`src/rtl/mem_interface_unit.sv`:
```
// Memory interface unit: program counter, data address register, instruction
// register, memory-mapped LED output and switch input, fetch counter and a
// sticky bus-error flag for accesses to unmapped I/O addresses.
module mem_interface_unit #(
  parameter logic [8:0] LED_ADDR = 9'h100,
  parameter logic [8:0] SW_ADDR  = 9'h140
) (
  input  logic        clk,
  input  logic        reset,
  input  logic [1:0]  mem_cmd,
  input  logic        load_pc,
  input  logic        reset_pc,
  input  logic        load_addr,
  input  logic        addr_sel,
  input  logic        load_ir,
  input  logic [15:0] datapath_out,
  input  logic [15:0] ram_rdata,
  input  logic [7:0]  sw,
  output logic [8:0]  mem_addr,
  output logic        ram_we,
  output logic [15:0] ram_wdata,
  output logic [15:0] read_data,
  output logic [15:0] ir,
  output logic [8:0]  pc,
  output logic [7:0]  led,
  output logic [15:0] fetch_count,
  output logic        bus_err
);

  localparam logic [1:0] CMD_READ  = 2'b01;
  localparam logic [1:0] CMD_WRITE = 2'b10;

  logic [8:0]  pc_q, pc_d;
  logic [8:0]  dar_q, dar_d;
  logic [15:0] ir_q, ir_d;
  logic [7:0]  led_q, led_d;
  logic [15:0] fetch_count_q, fetch_count_d;
  logic        bus_err_q, bus_err_d;
  logic [7:0]  sw_meta_q, sw_sync_q;

  logic rd_cmd, wr_cmd, in_ram, at_led, at_sw;

  // Address selection and access decode (all combinational).
  always_comb begin
    mem_addr  = addr_sel ? pc_q : dar_q;
    rd_cmd    = (mem_cmd == CMD_READ);
    wr_cmd    = (mem_cmd == CMD_WRITE);
    in_ram    = ~mem_addr[8];
    at_led    = (mem_addr == LED_ADDR);
    at_sw     = (mem_addr == SW_ADDR);
    ram_we    = wr_cmd & in_ram;
    ram_wdata = datapath_out;
    read_data = 16'h0000;
    if (rd_cmd) begin
      if (in_ram)      read_data = ram_rdata;
      else if (at_sw)  read_data = {8'h00, sw_sync_q};
      else if (at_led) read_data = {8'h00, led_q};
    end
  end

  // Next-state computation for every architectural register.
  always_comb begin
    pc_d          = pc_q;
    dar_d         = dar_q;
    ir_d          = ir_q;
    led_d         = led_q;
    fetch_count_d = fetch_count_q;
    bus_err_d     = bus_err_q;
    if (load_pc)   pc_d  = reset_pc ? 9'h000 : pc_q + 9'd1;
    if (load_addr) dar_d = datapath_out[8:0];
    if (load_ir) begin
      ir_d = read_data;
      if (fetch_count_q != 16'hFFFF) fetch_count_d = fetch_count_q + 16'd1;
    end
    if (wr_cmd && at_led) led_d = datapath_out[7:0];
    // Unmapped I/O: reads may only hit SW/LED, writes may only hit LED.
    if (rd_cmd && !in_ram && !at_sw && !at_led) bus_err_d = 1'b1;
    if (wr_cmd && !in_ram && !at_led)           bus_err_d = 1'b1;
  end

  // State registers, including the two-flop switch synchronizer.
  always_ff @(posedge clk or posedge reset) begin
    if (reset) begin
      pc_q          <= 9'h000;
      dar_q         <= 9'h000;
      ir_q          <= 16'h0000;
      led_q         <= 8'h00;
      fetch_count_q <= 16'h0000;
      bus_err_q     <= 1'b0;
      sw_meta_q     <= 8'h00;
      sw_sync_q     <= 8'h00;
    end else begin
      pc_q          <= pc_d;
      dar_q         <= dar_d;
      ir_q          <= ir_d;
      led_q         <= led_d;
      fetch_count_q <= fetch_count_d;
      bus_err_q     <= bus_err_d;
      sw_meta_q     <= sw;
      sw_sync_q     <= sw_meta_q;
    end
  end

  assign ir          = ir_q;
  assign pc          = pc_q;
  assign led         = led_q;
  assign fetch_count = fetch_count_q;
  assign bus_err     = bus_err_q;

endmodule

```
`config.mk`:
```
export PLATFORM = sky130hd
export DESIGN_NAME = mem_interface_unit
export DESIGN_NICKNAME = d
export VERILOG_FILES = /design/src/rtl/mem_interface_unit.sv
export SDC_FILE = /design/constraint.sdc
export NUM_CORES = 1
export LEC_CHECK = 0
export CAP_MARGIN = 20
export CELL_PAD_IN_SITES_DETAIL_PLACEMENT = 2
export CELL_PAD_IN_SITES_GLOBAL_PLACEMENT = 2
export CORE_ASPECT_RATIO = 0.6
export CORE_UTILIZATION = 24
export CTS_BUF_LIST = sky130_fd_sc_hd__clkbuf_8 sky130_fd_sc_hd__clkbuf_16
export CTS_CLUSTER_SIZE = 16
export DETAILED_ROUTE_END_ITERATION = 16
export PLACE_DENSITY_LB_ADDON = 0.2
export SYNTH_ARGS = -nofsm -noshare
export SYNTH_HDL_FRONTEND = slang
export SYNTH_SLANG_ARGS = --single-unit
```
`constraint.sdc`:
```
create_clock -name clk -period 2.7 [get_ports clk]
set_clock_uncertainty 0.1 [all_clocks]
set_input_delay 0.675 -clock clk [delete_from_list [all_inputs] [get_ports clk]]
set_output_delay 0.675 -clock clk [all_outputs]
set_load 0.02 [all_outputs]
```
==> results by group <==
Outcome
  – Status: finished, violations left
  – Failing checks: setup timing

Global routing
  – Initial antenna violation count: 0
  – Vias in the first global route: 3378
  – Grt ovf: 0
  – Largest net degree at the start of global routing: 28
  – Gr usage total: 0.170
  – First-pass GRT wire length: 20100 microns

Detailed routing
  – First-pass detailed-route iteration total: 4
  – Vias/cell: 4.55
  – Post-route ant nets: 0
  – Routed WL per cell: 18.7 microns
  – Via count: 3108
  – # DRC: 0
  – DR iter-0 viols: 135
  – Total wire length: 12800 microns

CTS
  – CTS buffer count: 9
  – Hold-fix buffers at CTS: 0
  – Root Buffer: clkbuf_16
  – Clk slew on worst S/H paths: 0.06 ns
  – Clock sink total: 75
  – Max Root-Sink Buffers: 2
  – Depth of the CTS H-tree: 3
  – CTS tree: done
  – Clk_lat worst skew: 0.34 ns

Pwr
  – Switch share: 0.306
  – Psw: 1.04 mW
  – Cell-internal power: 2.37 mW
  – Pwr per Cell Area: 584 nW/um^2
  – Gate power share: 0.246
  – Total power: 3.42 mW
  – Peak supply drop: 0.286 mV
  – Seq pwr share: 0.398
  – Clock Power Share: 0.356
  – LEAKAGE: 2.51 nW

Critical path
  – Slowest cell on the critical path: or4b_4
  – CP startpoint: pc[1]
  – CP peak stage delay: 0.58 ns
  – Worst Reg2Reg Path Length in Cells: 7
  – Crit-path max FO: 7
  – Worst Path Buf+Inv: 2
  – Required @ worst endpoint: 1.92 ns
  – FF-to-FF End: led[1]
  – Reg2reg start: pc[1]
  – Crit path launch type: flop
  – Worst-path cell chain: or4b_4 > nor4_4 > buf_6 > o21ai_4 > a31oi_2 > buf_4
  – R2R Setup Slk: 0.30 ns
  – Setup CP Type: flop to output pin
  – Worst Setup End Kind: output pin
  – Worst setup endpoint: read_data[4]
  – Critical path data arrival time: 2.35 ns
  – Delay-heaviest family, CP: simple AND/OR/NAND/NOR gates
  – Critical Path Stages: 6

Placed design
  – GP Congestion: 0.768
  – Post-Place Worst Slack: -0.976 ns
  – Port Buf Inserts: 126
  – DP Cell Count: 660
  – Placed wire-length estimate: 9820 microns

Logic synthesis
  – Post-synthesis sequential area ratio: 0.519
  – Async S/R FF share, synth: 1.00
  – Synth Cell Area: 3620 sq um
  – Ys Warns: 0
  – Yosys reg bits: 75
  – Library cells used by synthesis: 39
  – Cell count after synthesis: 314
  – Most used DFF post-synth: dfrtp_1
  – Post-synth EDFFs: 0
  – Post-Syn Nets: 365
  – Avg Inst Size Synth: 11.5 sq um

Floorplanning
  – Row count: 34
  – Num ports: 141
  – Core box area: 14600 sq um
  – Initial Utilization: 0.248
  – Chip width: 160 microns
  – Die height: 97.1 microns
  – Die ar.: 15600 sq um

Timing
  – Max Clk Rate: 320 MHz
  – RSZ-0062 raised after global routing: yes
  – Max Slew Vio Count: 0
  – Setup TNS: -3.10 ns
  – Final Hold Fails: 0
  – Hold_ws: 0.252 ns
  – Final worst slack: -0.429 ns
  – Max-slew headroom: 0.569
  – Fin crit period: 3.13 ns
  – # setup viols final: 8
  – Tightest Pin Transition: 0.645 ns
  – Post-route clock period utilization: 1.16

Cells and area
  – Antenna Cells: 0
  – Non-Filler Instances: 683
  – Fin nets: 531
  – Layout cell share with drive strength beyond 1: 0.332
  – P&R area growth vs syn: 61.8%

Run
  – Max-Cap Viols: 0

Min path
  – Worst hold path class: flop to flop
cell usage after synthesis, drive strengths merged, types with 3 or more instances:
master  instances  area share
xor2            9       0.022
xnor2           8       0.019
buf            19       0.036
o21ai          21       0.029
nor4            4       0.015
and2            9       0.016
and3            4      0.0069
nand2b          5      0.0086
mux2           42        0.14
nor2           11       0.011
nand2          11       0.011
clkbuf          6      0.0062
nor3b           3      0.0062
nand4           8       0.014
a21oi           7      0.0097
nand3           7      0.0097
o211ai          9       0.019
nor3            9       0.015
inv            14       0.015
dfrtp          75        0.52
a31oi          16       0.028
power by group through the flow:
stage	Sequential [mW]	Combinational, mW	Clock, mW
2_1_floorplan	1.46	0.308	0
3_3_place_gp	1.37	0.832	0
3_5_place_dp	1.37	0.852	0
4_1_cts	1.36	0.855	1.24
5_1_grt	1.38	0.900	1.29
6_report	1.36	0.841	1.22
what timing repair did:
| action | CTS | global route |
|---|---|---|
| setup buffers | 6 | 1 |
| hold endpoints to repair | 0 | 0 |
| resized for setup | 113 | 8 |
| pin swaps | 15 | 5 |
| endpoints found under the setup margin | 26 | 23 |
how the worst min path moves through the flow:
| stage | startpoint | to | slack [ns] | cells after the start |
|---|---|---|---|---|
| after floorplan | sw_meta_q[0] | sw_sync_q[0] | 0.23 | 0 |
| after global placement | sw_meta_q[0] | sw_sync_q[0] | 0.24 | 0 |
| after detailed placement | sw_meta_q[0] | sw_sync_q[0] | 0.24 | 0 |
| after CTS | sw_meta_q[0] | sw_sync_q[0] | 0.26 | 0 |
| after global routing | sw_meta_q[4] | sw_sync_q[4] | 0.27 | 0 |
| final | sw_meta_q[0] | sw_sync_q[0] | 0.25 | 0 |
kinds of logic (layout without fill, tap and decap cells):
logic type,count (synthesis),count (layout),synth area share
mux,43,43,0.142
flops,75,75,0.519
xor+xnor,17,17,0.0412
simple gates,79,79,0.134
buf+inv,39,210,0.0571
compound gates,59,59,0.100
fa+ha+maj,2,2,0.00692
area by class of cell:
class	instances	area, sq um
inverters	14	56.3
multi-input cells	200	1690
clock inverters	7	70.1
well taps	198	248
flip-flops and latches	75	1880
repair buffers	180	1680
fillers	1532	8740
clock buffers	9	225
routing by layer:
metal  vias up  wire [microns]  global-route usage
li1       1449               -                   -
met5         -               0                   0
met3        12             639              0.0427
met2        77            5610               0.251
met1      1570            6390               0.245
met4         0             131              0.0425
flip-flops by register name, indices dropped and copies added, names as in the netlist:
register	cells
led	8
pc	9
bus_err	1
dar_q	9
sw_sync_q	8
sw_meta_q	8
fetch_count	16
ir	16
stage by stage:
step | utilization | instance area, sq um
2_1_floorplan | - | 3680
3_3_place_gp | 0.373 | 5440
3_5_place_dp | 0.373 | 5440
4_1_cts | 0.399 | 5820
5_1_grt | 0.401 | 5850
6_report | 0.401 | 5850
placed cells by master (no fill, tap or decap), types with 6 or more instances in the layout:
master	count
mux2_4	9
buf_6	8
o211ai_1	9
dfrtp_1	73
clkbuf_16	9
buf_2	7
nor2_1	10
a21oi_1	7
buf_4	51
nand2_1	11
xor2_1	9
inv_1	14
o21ai_0	8
and2_1	8
clkdlybuf4s50_1	97
o21ai_2	6
mux2_2	33
a31oi_1	8
nand3_1	7
xnor2_1	8
dlygate4sd2_1	8
nand4_1	8
nor3_1	7
worst reg2reg max path, delay by kind of cell, from the launching register on:
family | cells | cell delay, ns
AO/OA/AOI/OAI | 1 | 0.06
buffers and inverters | 3 | 0.48
flip-flops | 1 | 0.40
multiplexers | 1 | 0.29
AND/OR/NAND/NOR | 2 | 0.95
Power figures use the tool's default switching activity.
